File: config.mk
export PLATFORM = sky130hd
export DESIGN_NAME = sum_uart_tx
export DESIGN_NICKNAME = d
export VERILOG_FILES = /design/src/rtl/sum_uart_tx.sv
export SDC_FILE = /design/constraint.sdc
export NUM_CORES = 1
export LEC_CHECK = 0
export BUFFER_PORTS_ARGS = -buffer_cell sky130_fd_sc_hd__buf_4
export CAP_MARGIN = 25
export CORE_MARGIN = 1
export CORE_UTILIZATION = 60
export CTS_BUF_LIST = sky130_fd_sc_hd__clkbuf_4 sky130_fd_sc_hd__clkbuf_8 sky130_fd_sc_hd__clkbuf_16
export DETAILED_ROUTE_END_ITERATION = 6
export PLACE_DENSITY_LB_ADDON = 0.25
export SYNTH_ARGS = -nofsm -noshare
export SYNTH_HDL_FRONTEND = slang
export SYNTH_SLANG_ARGS = --single-unit
File: constraint.sdc
create_clock -name clk -period 3 [get_ports clk]
set_clock_uncertainty 0.15 [all_clocks]
set_input_delay 0.45 -clock clk [delete_from_list [all_inputs] [get_ports clk]]
set_output_delay 0.45 -clock clk [all_outputs]
set_load 0.03 [all_outputs]
File: src/rtl/sum_uart_tx.sv
// UART 8N1 sender for the adder sum: two uppercase hex digits,
// optionally followed by CR LF, started by a synchronised button edge.
module sum_uart_tx #(
  parameter int CLKS_PER_BIT = 1042,
  parameter bit SEND_CRLF    = 1'b1
) (
  input  logic       clk,
  input  logic       rst_n,
  input  logic [4:0] sum_in,
  input  logic       send,
  output logic       tx,
  output logic       busy,
  output logic [4:0] latched_sum
);

  localparam int CW = $clog2(CLKS_PER_BIT);
  localparam int NB = SEND_CRLF ? 4 : 2;
  localparam logic [1:0]    LAST_BYTE = 2'(NB - 1);
  localparam logic [CW-1:0] LAST_CNT  = CW'(CLKS_PER_BIT - 1);

  typedef enum logic [1:0] {
    IDLE,
    START,
    DATA,
    STOP
  } state_t;

  state_t        state;
  logic [CW-1:0] cnt;
  logic [2:0]    bit_idx;
  logic [1:0]    byte_idx;
  logic          s1;
  logic          s2;
  logic          prev;
  logic          req;
  logic          cnt_last;
  logic [7:0]    cur_char;

  // ASCII character sent at a given byte position of the frame
  function automatic logic [7:0] char_of(
    input logic [1:0] idx,
    input logic [4:0] s
  );
    logic [7:0] nib;
    logic [7:0] c;
    nib = {4'h0, s[3:0]};
    unique case (idx)
      2'd0:    c = 8'h30 | {7'h00, s[4]};
      2'd1:    c = (s[3:0] > 4'd9) ? nib + 8'h37 : nib + 8'h30;
      2'd2:    c = 8'h0D;
      default: c = 8'h0A;
    endcase
    return c;
  endfunction

  assign req      = s2 & ~prev;
  assign cnt_last = (cnt == LAST_CNT);
  assign cur_char = char_of(byte_idx, latched_sum);

  // Two-flop synchroniser for the button plus a delay flop for edge detect
  always_ff @(posedge clk or negedge rst_n) begin
    if (!rst_n) begin
      s1   <= 1'b0;
      s2   <= 1'b0;
      prev <= 1'b0;
    end else begin
      s1   <= send;
      s2   <= s1;
      prev <= s2;
    end
  end

  // Frame sequencer: start bit, 8 data bits LSB first, stop bit, per byte
  always_ff @(posedge clk or negedge rst_n) begin
    if (!rst_n) begin
      state       <= IDLE;
      cnt         <= '0;
      bit_idx     <= '0;
      byte_idx    <= '0;
      tx          <= 1'b1;
      busy        <= 1'b0;
      latched_sum <= '0;
    end else begin
      unique case (state)
        IDLE: begin
          tx <= 1'b1;
          if (req) begin
            latched_sum <= sum_in;
            busy        <= 1'b1;
            byte_idx    <= '0;
            cnt         <= '0;
            tx          <= 1'b0;
            state       <= START;
          end
        end
        START: begin
          if (cnt_last) begin
            cnt     <= '0;
            bit_idx <= '0;
            tx      <= cur_char[0];
            state   <= DATA;
          end else begin
            cnt <= cnt + 1'b1;
          end
        end
        DATA: begin
          if (cnt_last) begin
            cnt <= '0;
            if (bit_idx == 3'd7) begin
              tx    <= 1'b1;
              state <= STOP;
            end else begin
              bit_idx <= bit_idx + 3'd1;
              tx      <= cur_char[bit_idx + 3'd1];
            end
          end else begin
            cnt <= cnt + 1'b1;
          end
        end
        STOP: begin
          if (cnt_last) begin
            cnt <= '0;
            if (byte_idx == LAST_BYTE) begin
              busy  <= 1'b0;
              tx    <= 1'b1;
              state <= IDLE;
            end else begin
              byte_idx <= byte_idx + 2'd1;
              tx       <= 1'b0;
              state    <= START;
            end
          end else begin
            cnt <= cnt + 1'b1;
          end
        end
        default: state <= IDLE;
      endcase
    end
  end

endmodule

# Word level (Yosys, flattened, before mapping)
# Cells that the tools add are included.
[totals] wordCells=79 out_inout_bits=7 mem_bits_ro=0 ramBits=0 n_memories=0 latch_bits=0 ff_bits=28
[classes] n_mul=0 addsub=5 shift=0 n_reduce_logical=11 order_cmp=2 n_div=0 mux=33 eq_ne=16 bitwise_logic=2
[ops] cell="2-to-1 mux 11 bit" count=2
[ops] cell="case mux 11 bit (2 select lines)" count=1
[ops] cell="case mux 7 bit (3 select lines)" count=1
[ops] cell="2-to-1 mux 2 bit" count=8
[ops] cell="!= test 2 bit (second input constant)" count=8
[ops] cell="adder 4 x 6 -> 7 bit (second input constant)" count=2
[ops] cell="AND reduction 4 bit" count=3
[ops] cell="adder 11 x 1 -> 11 bit (second input constant)" count=1
[ops] cell="== test 11 bit (second input constant)" count=1
[ops] cell="2-to-1 mux 1 bit" count=11
[ops] cell="2-to-1 mux 3 bit" count=3
[ops] cell="== test 2 bit (second input constant)" count=4
[ops] cell="case mux 2 bit (4 select lines)" count=1
[ops] cell="2-to-1 mux 7 bit" count=1
[ops] cell="case mux 3 bit (2 select lines)" count=1
[ops] cell="AND reduction 5 bit" count=1
[ops] cell="== test 2 x 1 -> 1 bit (second input constant)" count=2
[ops] cell="greater-than comparator 4 bit (second input constant)" count=1
[ops] cell="logical NOT 2 bit" count=2
[ops] cell="less-than comparator 3 x 4 -> 1 bit (second input constant)" count=1
[ops] cell="case mux 1 bit (4 select lines)" count=1
[ops] cell="case mux 2 bit (2 select lines)" count=1
[ops] cell="nonzero test 2 bit" count=2
[ops] cell="adder 3 x 1 -> 3 bit (second input constant)" count=1
[ops] cell="other kinds (9)" count=9

# Longest topological paths before layout
# Gate-level depths: netlist of the first run.
[depth] depth_word=8 mapped_depth=9 depth_no_buf=8

# Worst setup path after synthesis of the first run
# No wires, ideal clock.
[synth_path] path_kind="flip-flop to flip-flop" start="register latched_sum[0]" end="register tx" path_slack_ns=0.798 t_required_ns=2.771 t_arrival_ns=1.973 synth_period_minus_slack_ns=2.202 setup_ns=0.079 path_buffers=0 stages_incl_launch_ff=9 cell_sequence="dfrtp_1 -> inv_1 -> ha_1 -> o21bai_2 -> a21o_1 -> nand3_1 -> a2111oi_0 -> a211oi_1 -> o21ai_0"
[synth_between] elab_chain_len=8 word_cells_on_any_way=11 classes_between="add/sub (2); order compare (1); mux (8)"
[synth_rtl] element="start: declaration" line="13" text="output logic [4:0] latched_sum"
[synth_rtl] element="start signal: assignment" line="88" text="latched_sum <= sum_in;"
[synth_rtl] element="adder 4 x 6 -> 7 bit or greater-than comparator 4 bit (tied branches)" line="49" text="2'd1: c = (s[3:0] > 4'd9) ? nib + 8'h37 : nib + 8'h30;"
[synth_rtl] element="2-to-1 mux 7 bit *" line="49"
[synth_rtl] element="case mux 7 bit (3 select lines) *" line="47" text="unique case (idx)"
[synth_rtl] element="binary-select mux 1 bit (select 3 bit)" line="114" text="tx <= cur_char[bit_idx + 3'd1];"
[synth_rtl] element="2-to-1 mux 1 bit (not written as such)" line="114"
[synth_rtl] element="2-to-1 mux 1 bit" line="109" text="if (bit_idx == 3'd7) begin"
[synth_rtl] element="2-to-1 mux 1 bit" line="107" text="if (cnt_last) begin"
[synth_rtl] element="case mux 1 bit (4 select lines) *" line="84" text="unique case (state)"
[synth_rtl] element="end signal: assignment" line="100" text="tx <= cur_char[0];"
[synth_rtl] element="end signal: assignment" line="114"
[synth_rtl] element="end: declaration" line="11" text="output logic tx,"
# Every way passes the cells marked *; elsewhere a longest branch is shown, timed or not. The select of a mux whose other input is x is not followed.
# A chain may end at the register's enable or synchronous reset.

# Worst setup path in the final report of the first run
# Ends and elaborated chain as after synthesis.

==> impl_metrics.json, run 1 <==
{
  "outcome": "complete, no violations",
  "p_seq_frac": 0.373,
  "setup_viol": 0,
  "yosys-top-cells-area": "dfrtp_1, ha_1, nor2_1",
  "dp_hpwl_um": 2540,
  "reg2reg_to": "tx$_DFFE_PN1P_",
  "max_cap_viol_count": 0,
  "synth_edf_count": 0,
  "worst_pin_slew_ns": 0.450,
  "startpoint_type": "flop",
  "synthesis.nets": 209,
  "hold_path.startpoint": "send",
  "yosys.area.top_type": "dfrtp_1",
  "via_per_inst": 6.38,
  "die_h_um": 56.3,
  "routed_wl_um": 3520,
  "htreeDepth": 1,
  "clk_latency_ns": 0.33,
  "layout-drive-gt1-share": 0.162,
  "power_switching_share": 0.420,
  "design_area_um2": 1930,
  "syn_avg_cell_area_um2": 9.53,
  "core_area_um2": 2780,
  "hold_end": "s1$_DFF_PN0_",
  "path_clk_slew_ns": 0.15,
  "cpMaxStageDelayCell": "dfrtp_1",
  "wire_per_inst_um": 15.4,
  "path_class": "flop to flop",
  "seq_area_um2": 702,
  "power_density_nw_per_um2": 816,
  "cp_max_fo": 8,
  "dieArea_um2": 3170,
  "ctsResizeCount": 0,
  "vias": 1461,
  "reg2reg_slack_ns": 0.72,
  "fin_nets": 222,
  "cts.sinks": 28,
  "start_util": 0.637,
  "p_clk_frac": 0.159,
  "die_w_um": 56.3,
  "grtUsageTotal": 0.245,
  "min_path_type": "input port to flop",
  "timing.final.crit_share": 0.760,
  "grt_pass1_wl_um": 6230,
  "n_antenna_cell": 0,
  "power_frac_comb": 0.468,
  "cpLargestDelayFamily": "compound AO/OA/AOI/OAI gates",
  "tns_ns": 0,
  "ir_drop_mv": 0.650,
  "ant_nets": 0,
  "period_needed_ns": 2.28,
  "grt_max_degree": 29,
  "yosysSeqAreaShare": 0.396,
  "grt_pass1_vias": 1363,
  "slew_headroom": 0.699,
  "netlist_instances": 186,
  "cp.required_ns": 3.12,
  "cts-root-buf": "clkbuf_4",
  "critical_path_arrival_ns": 2.40,
  "drt_first_pass_iters": 4,
  "routabilityCongestion": 0.775,
  "synthArstFlopShare": 1.00,
  "synth_ff_type": "dfrtp_1",
  "p_switching_mw": 0.662,
  "hold_depth": 1,
  "worst-r2r-cell-count": 8,
  "cts_buffer_depth": 2,
  "pin_count": 15,
  "cts-hold-fix-buffers": 1,
  "crit_buf_inv": 1,
  "port_buffers": 14,
  "p_int_mw": 0.913,
  "cts_made_buffers": 3,
  "multiInputGateArea_um2": 980,
  "ys_ff_latch": 28,
  "rsz0062_at_grt": "false",
  "fp-row-count": 19,
  "drc": 0,
  "post_cts_buffers": 0,
  "drv_slew": 0,
  "synth.distinct_cells": 48,
  "yosys_warnings": 0,
  "syn_area_um2": 1770,
  "antenna_found_initial": 0,
  "rr_startpoint": "latched_sum[0]$_DFFE_PN0P_",
  "area_growth_pct": 8.90,
  "drt_iter0_markers": 39,
  "postPlaceCellArea_um2": 1870,
  "fillers": 215,
  "worst_setup_path_end_kind": "flop",
  "slowest_delay_ns": 0.50,
  "cellLeakagePower_nw": 0.864,
  "hold_viol": 0,
  "path_cells": "inv_1, ha_1, o21bai_2, a21o_1, nand3_1, a2111oi_0, a211oi_1, o21ai_0",
  "cts_tree": "built",
  "synth_top_area_frac": 0.381,
  "grt_overflow_total": 0,
  "fmax_mhz": 439
}
## worst register-to-register path, cell delays in order, from the launching register on
cell	delay [ns]
dfrtp_1	0.50
inv_1	0.13
ha_1	0.25
o21bai_2	0.25
a21o_1	0.16
nand3_1	0.08
a2111oi_0	0.45
a211oi_1	0.07
o21ai_0	0.17
## through the flow
stage / hold slack (ns) / utilization / setup WS [ns] / total power, mW / cells
after global routing: 0.0496 / 0.694 / 0.492 / 1.68 / 229
after detailed placement: 0.196 / 0.671 / 0.781 / 1.33 / 224
after floorplan: 0.00441 / - / 0.798 / 1.14 / 186
after CTS: 0.0593 / 0.694 / 0.728 / 1.57 / 229
after global placement: 0.188 / 0.671 / 0.919 / 1.29 / 224
final: 0.0585 / 0.694 / 0.721 / 1.58 / 229
## cell usage in the layout (no fill, tap or decap), types with 2 or more instances in the layout
cell,Yosys,routed
a21oi_1,9,9
o21ai_0,11,11
nand4_1,5,5
buf_4,1,14
xnor2_1,2,2
or3_1,2,2
xor2_1,5,5
dfrtp_1,27,27
nand3_1,9,9
clkbuf_4,0,3
nand3b_1,2,2
o21a_1,2,2
inv_1,11,11
nor2_1,19,19
a311oi_1,2,2
and4_1,3,3
nand2_1,15,15
a211oi_1,3,3
a22o_1,6,6
ha_1,15,15
o31ai_1,2,2
nand2b_1,2,2
mux2_2,6,6
## kinds of logic after synthesis
group                      share of synthesized area
adders and majority gates                      0.106
muxes                                         0.0466
and+or+nand+nor                                0.198
DFF                                            0.396
xor gates and xnor gates                      0.0346
buffers and inverters                         0.0508
AOI/OAI and AO/OA                              0.167
## final cells by class
cell class	instances	area share
Inverter	11	0.0214
Clock buffer	3	0.0117
Tap cell	31	0.0201
Sequential cell	28	0.364
Multi-Input combinational cell	140	0.508
Clock inverter	1	0.0156
Timing Repair Buffer	15	0.0597
## synthesized netlist by cell type, types with 2 or more instances
cell,n
nand2b_1,2
xor2_1,5
nand3b_1,2
nor2_1,19
and4_1,3
inv_1,11
a211oi_1,3
nand4_1,5
a22o_1,6
a311oi_1,2
xnor2_1,2
a21oi_1,9
nand2_1,15
o21a_1,2
ha_1,15
mux2_2,6
nand3_1,9
clkbuf_1,2
o21ai_0,11
or3_1,2
o31ai_1,2
dfrtp_1,27
## power by group through the flow
| stage | Combinational [mW] | Sequential [mW] | Clock, mW |
|---|---|---|---|
| global route | 0.805 | 0.605 | 0.267 |
| floorplan | 0.483 | 0.654 | 0 |
| detailed placement | 0.730 | 0.595 | 0 |
| CTS | 0.735 | 0.587 | 0.252 |
| global placement | 0.705 | 0.584 | 0 |
| finish | 0.737 | 0.588 | 0.250 |
## worst max path at each step
stage / depth (start not counted) / endpoint / startpoint / slack [ns]
after floorplan: 8 / tx$_DFFE_PN1P_ / latched_sum[0]$_DFFE_PN0P_ / 0.80
after global placement: 8 / tx$_DFFE_PN1P_ / latched_sum[0]$_DFFE_PN0P_ / 0.92
after detailed placement: 8 / tx$_DFFE_PN1P_ / latched_sum[0]$_DFFE_PN0P_ / 0.78
after CTS: 8 / tx$_DFFE_PN1P_ / latched_sum[0]$_DFFE_PN0P_ / 0.73
after global routing: 8 / tx$_DFFE_PN1P_ / latched_sum[0]$_DFFE_PN0P_ / 0.49
final: 8 / tx$_DFFE_PN1P_ / latched_sum[0]$_DFFE_PN0P_ / 0.72
## sequential cells by signal, summed over array words and instances, names as in the netlist
register,cells
cnt,11
byte_idx,2
state,2
s1,1
busy,1
latched_sum,5
s2,1
bit_idx,3
tx,1
prev,1
## layer usage
layer | track usage | vias up | part of all wire
met5 | 0 | - | 0
met4 | 0.0767 | 0 | 0.021
met3 | 0.0346 | 10 | 0.035
met2 | 0.386 | 42 | 0.47
met1 | 0.352 | 714 | 0.47
li1 | - | 695 | -
(Power assumes the default switching activity.)
==> run 2, diff against run 1 <==
--- a/config.mk
+++ b/config.mk
@@ -8,7 +8,7 @@
 export BUFFER_PORTS_ARGS = -buffer_cell sky130_fd_sc_hd__buf_4
 export CAP_MARGIN = 25
 export CORE_MARGIN = 1
-export CORE_UTILIZATION = 60
+export CORE_UTILIZATION = 59
 export CTS_BUF_LIST = sky130_fd_sc_hd__clkbuf_4 sky130_fd_sc_hd__clkbuf_8 sky130_fd_sc_hd__clkbuf_16
 export DETAILED_ROUTE_END_ITERATION = 6
 export PLACE_DENSITY_LB_ADDON = 0.25
==> constraint.sdc (replaced) <==
create_clock -name clk -period 2.3 [get_ports clk]
set_clock_uncertainty 0.15 [all_clocks]
set_input_delay 0.345 -clock clk [delete_from_list [all_inputs] [get_ports clk]]
set_output_delay 0.345 -clock clk [all_outputs]
set_load 0.03 [all_outputs]
==> impl_metrics.json, run 2 (synthesized netlist as in run 1, its figures left out) <==
{
  "fmax_mhz": 472,
  "place_inst": 225,
  "cpMaxStageDelayCell": "dfrtp_2",
  "p_seq_frac": 0.364,
  "path_class": "flop to flop",
  "power_frac_comb": 0.480,
  "fillers": 218,
  "htreeDepth": 1,
  "tns_ns": 0,
  "design_area_um2": 2000,
  "core_area_um2": 2810,
  "worst_setup_path_end_kind": "flop",
  "outcome": "complete, but fails checks",
  "area_growth_pct": 12.6,
  "fp-row-count": 19,
  "routabilityCongestion": 0.790,
  "grt_max_degree": 29,
  "violations": "design-rule violations",
  "dieArea_um2": 3230,
  "post-route-util": 0.711,
  "port_buffers": 14,
  "routed_wl_um": 3750,
  "cellLeakagePower_nw": 0.887,
  "drc": 2,
  "cts.sinks": 28,
  "n_antenna_cell": 0,
  "cts_tree": "built",
  "setup_viol": 0,
  "fin_cells": 233,
  "timing.final.crit_share": 0.921,
  "rsz0062_at_grt": "false",
  "antenna_found_initial": 0,
  "die_h_um": 56.8,
  "start_util": 0.632,
  "cts_buffer_depth": 2,
  "max_cap_viol_count": 0,
  "min_path_type": "input port to flop",
  "dp_hpwl_um": 2590,
  "critical_path_arrival_ns": 2.26,
  "power_mw": 2.14,
  "postPlaceCellArea_um2": 1870,
  "power_switching_share": 0.423,
  "grt_overflow_total": 0,
  "p_clk_frac": 0.156,
  "top_regs": "cnt (11), latched_sum (5), bit_idx (3)",
  "wire_per_inst_um": 16.1,
  "path_clk_slew_ns": 0.15,
  "via_per_inst": 6.32,
  "ir_drop_mv": 0.923,
  "clk_latency_ns": 0.35,
  "cp.required_ns": 2.44,
  "vias": 1473,
  "die_w_um": 56.8,
  "grt_pass1_vias": 1417,
  "crit_buf_inv": 1,
  "grt_pass1_wl_um": 6110,
  "p_int_mw": 1.24,
  "cpLargestDelayFamily": "compound AO/OA/AOI/OAI gates",
  "worst_pin_slew_ns": 0.422,
  "regMostFlops": "cnt",
  "cts_made_buffers": 3,
  "pin_count": 15,
  "period_needed_ns": 2.12,
  "hold_viol": 0,
  "final_cell_mix": "dfrtp_1, nor2_1, buf_4",
  "drv_slew": 0,
  "layout-drive-gt1-share": 0.188,
  "ant_nets": 0,
  "path_cells": "inv_1, ha_1, o21bai_4, a21o_1, nand3_1, a2111oi_4, a211oi_1, o21ai_0",
  "slew_headroom": 0.718,
  "p_switching_mw": 0.906,
  "cp_max_fo": 8,
  "startpoint_type": "flop",
  "cts-root-buf": "clkbuf_4",
  "fin_nets": 226,
  "largest_reg_flops": 11,
  "final_common_cell": "dfrtp_1",
  "grtUsageTotal": 0.246,
  "drt_iter0_markers": 52,
  "slowest_delay_ns": 0.47,
  "power_density_nw_per_um2": 1070,
  "drt_first_pass_iters": 6
}
## run 2: changes by cell type in the layout (fill, tap and decap cells not counted), sizes merged
cell,before,now
buf,14,17
dlygate4sd3,1,2
## run 2: routing by layer
layer  share of wire  GRT usage  vias to the layer above
met4           0.021      0.108                        0
met5               0          0                        -
met1            0.43      0.306                      712
li1                -          -                      700
met2            0.50      0.412                       51
met3           0.049     0.0507                       10
## run 2: what timing repair did
item | in CTS | in global routing
endpoints found under the hold margin | 28 | 0
gates resized for setup | 0 | 6
setup endpoints to repair | 0 | 1
hold buffers | 2 | 0
buffers inserted | 0 | 2
## run 2: power groups by stage
| stage | sequential [mW] | clock (mW) | combinational [mW] |
|---|---|---|---|
| after CTS | 0.768 | 0.336 | 0.973 |
| after detailed placement | 0.778 | 0 | 0.960 |
| after global routing | 0.799 | 0.356 | 1.12 |
| final | 0.781 | 0.334 | 1.03 |
| after floorplan | 0.853 | 0 | 0.631 |
| after global placement | 0.763 | 0 | 0.935 |
## run 2: worst register-to-register path, cell delays in order, from the launching register on
cell and delay (ns):
dfrtp_2 0.47, inv_1 0.10, ha_1 0.26, o21bai_4 0.20, a21o_1 0.15, nand3_1 0.13, a2111oi_4 0.36, a211oi_1 0.07
o21ai_0 0.17
## run 2: worst paths after layout
| kind | startpoint | end | slack [ns] | cells past startpoint |
|---|---|---|---|---|
| setup / recovery | latched_sum[0]$_DFFE_PN0P_ | tx$_DFFE_PN1P_ | 0.18 | 8 |
| hold / removal | sum_in[1] | latched_sum[1]$_DFFE_PN0P_ | 0.06 | 2 |
| hold reg to reg | s1$_DFF_PN0_ | s2$_DFF_PN0_ | 0.23 | 0 |
| max in group asynchronous | rst_n | tx$_DFFE_PN1P_ | 1.44 | 2 |
| setup reg to reg | latched_sum[0]$_DFFE_PN0P_ | tx$_DFFE_PN1P_ | 0.18 | 8 |
| min in group asynchronous | rst_n | bit_idx[0]$_DFFE_PN0P_ | 0.26 | 2 |
## run 2: final cells by class
| cell class | instances | area, um^2 | area share |
|---|---|---|---|
| multi-input cells | 140 | 1010 | 0.507 |
| clock inverters | 1 | 30.0 | 0.0150 |
| clock buffers | 3 | 22.5 | 0.0113 |
| flip-flops and latches | 28 | 703 | 0.352 |
| inverters | 11 | 41.3 | 0.0207 |
| repair buffers | 19 | 148 | 0.0740 |
| well taps | 31 | 38.8 | 0.0194 |
## run 2: per-stage QoR
step | worst slack (ns) | hold slack [ns]
after floorplan | 0.0981 | -0.101
after CTS | 0.0183 | 0.0664
after detailed placement | 0.0576 | 0.129
after global routing | 0.0152 | 0.0479
final | 0.181 | 0.0597
after global placement | 0.216 | 0.130
==> run 3, diff against run 2 <==
--- a/config.mk
+++ b/config.mk
@@ -11,7 +11,8 @@
 export CORE_UTILIZATION = 59
 export CTS_BUF_LIST = sky130_fd_sc_hd__clkbuf_4 sky130_fd_sc_hd__clkbuf_8 sky130_fd_sc_hd__clkbuf_16
 export DETAILED_ROUTE_END_ITERATION = 6
-export PLACE_DENSITY_LB_ADDON = 0.25
+export PLACE_DENSITY_LB_ADDON = 0.12
+export SETUP_SLACK_MARGIN = 0.5
 export SYNTH_ARGS = -nofsm -noshare
 export SYNTH_HDL_FRONTEND = slang
 export SYNTH_SLANG_ARGS = --single-unit
==> impl_metrics.json, run 3 (synthesized netlist as in run 1, its figures left out) <==
{
  "worst_setup_path_end_kind": "flop",
  "via_per_inst": 6.15,
  "n_antenna_cell": 0,
  "layout-drive-gt1-share": 0.417,
  "timing.final.crit_share": 0.875,
  "pin_count": 15,
  "port_buffers": 14,
  "min_path_type": "input port to flop",
  "path_clk_slew_ns": 0.16,
  "clk_latency_ns": 0.33,
  "top_regs": "cnt (11), latched_sum (5), bit_idx (3)",
  "start_util": 0.632,
  "max_cap_viol_count": 0,
  "hold_viol": 0,
  "regMostFlops": "cnt",
  "postPlaceCellArea_um2": 1910,
  "fp-row-count": 19,
  "startpoint_type": "flop",
  "die_h_um": 56.8,
  "core_area_um2": 2810,
  "cp_max_fo": 9,
  "multiInputGateArea_um2": 1170,
  "ir_drop_mv": 0.630,
  "final_cell_mix": "buf_4, dfrtp_1, nor2_1",
  "grtUsageTotal": 0.262,
  "cp.required_ns": 2.41,
  "die_w_um": 56.8,
  "cts-root-buf": "clkbuf_4",
  "cts_made_buffers": 3,
  "antenna_found_initial": 0,
  "path_class": "flop to flop",
  "fin_nets": 252,
  "grt_max_degree": 29,
  "slew_headroom": 0.750,
  "wire_per_inst_um": 17.8,
  "dp_hpwl_um": 2630,
  "grt_overflow_total": 0,
  "tns_ns": 0,
  "largest_reg_flops": 11,
  "outcome": "complete, no violations",
  "fin_ws_ns": 0.288,
  "cts_tree": "built",
  "drc": 0,
  "place_inst": 224,
  "vias": 1592,
  "fillers": 155,
  "cts_buffer_depth": 2,
  "drv_slew": 0,
  "ant_nets": 0,
  "area_growth_pct": 33.1,
  "cts.sinks": 28,
  "final_common_cell": "buf_4",
  "grt_pass1_wl_um": 6640,
  "htreeDepth": 1,
  "dieArea_um2": 3230,
  "worst_pin_slew_ns": 0.376,
  "dp_slack_ns": 0.300,
  "grt_pass1_vias": 1522,
  "drt_iter0_markers": 148,
  "seq_area_um2": 707,
  "fmax_mhz": 497,
  "power_density_nw_per_um2": 1070,
  "routed_wl_um": 4600,
  "routabilityCongestion": 0.857,
  "critical_path_arrival_ns": 2.12,
  "cellLeakagePower_nw": 1.01,
  "fin_cells": 259,
  "rsz0062_at_grt": "true",
  "design_area_um2": 2360,
  "setup_viol": 0,
  "drt_first_pass_iters": 4,
  "period_needed_ns": 2.01
}
run 3: cell count changes in the layout (fill, tap and decap cells not counted), sizes merged:
cell  before  now
buf       17   43
run 3: cell type report:
type                       instances  share of cell area
multi-input combinational        140               0.495
sequential                        28               0.300
timing repair buffer              45               0.147
inverter                          11              0.0196
tap                               31              0.0164
clock inverter                     1              0.0127
clock buffer                       3             0.00955
run 3: routing by layer:
layer	share of wire	GRT usage	up-vias
met5	0	0	-
met4	0.029	0.0941	0
met3	0.026	0.0323	16
met2	0.54	0.486	38
met1	0.40	0.307	780
li1	-	-	758
run 3: power by group:
group	leakage (nW)	internal [mW]	total [mW]	switching [mW]
sequential	0.353	0.620	0.773	0.153
combinational	0.628	0.666	1.44	0.769
clock	0.0279	0.176	0.325	0.149
run 3: worst paths after layout:
kind / slack [ns] / depth (start not counted) / from / to
min in group asynchronous: 0.32 / 2 / rst_n / latched_sum[2]$_DFFE_PN0P_
worst min-delay path: 0.08 / 2 / sum_in[4] / latched_sum[4]$_DFFE_PN0P_
worst max-delay path: 0.29 / 7 / byte_idx[1]$_DFFE_PN0P_ / tx$_DFFE_PN1P_
worst min register to register: 0.22 / 0 / s1$_DFF_PN0_ / s2$_DFF_PN0_
worst max register to register: 0.29 / 7 / byte_idx[1]$_DFFE_PN0P_ / tx$_DFFE_PN1P_
max in group asynchronous: 1.35 / 2 / rst_n / tx$_DFFE_PN1P_
run 3: worst max-delay path: stages, from the launching register on:
cell	delay (ns)
dfrtp_1	0.46
inv_1	0.16
ha_2	0.31
nand4_1	0.13
a311oi_1	0.36
o21a_1	0.18
a211oi_2	0.06
o21ai_1	0.16
run 3: metrics by stage:
step | util | hold slack [ns] | power (mW)
floorplan | - | -0.101 | 1.54
global placement | 0.682 | 0.127 | 1.75
detailed placement | 0.682 | 0.138 | 1.81
CTS | 0.783 | 0.0741 | 2.36
global route | 0.841 | 0.0609 | 2.67
finish | 0.841 | 0.0838 | 2.53
run 3: what timing repair did:
item,CTS,global route
endpoints found under the setup margin,25,19
gates resized for setup,20,21
setup buffers,19,10
hold endpoints to repair,28,0
hold buffers,2,0
pin swaps,9,16
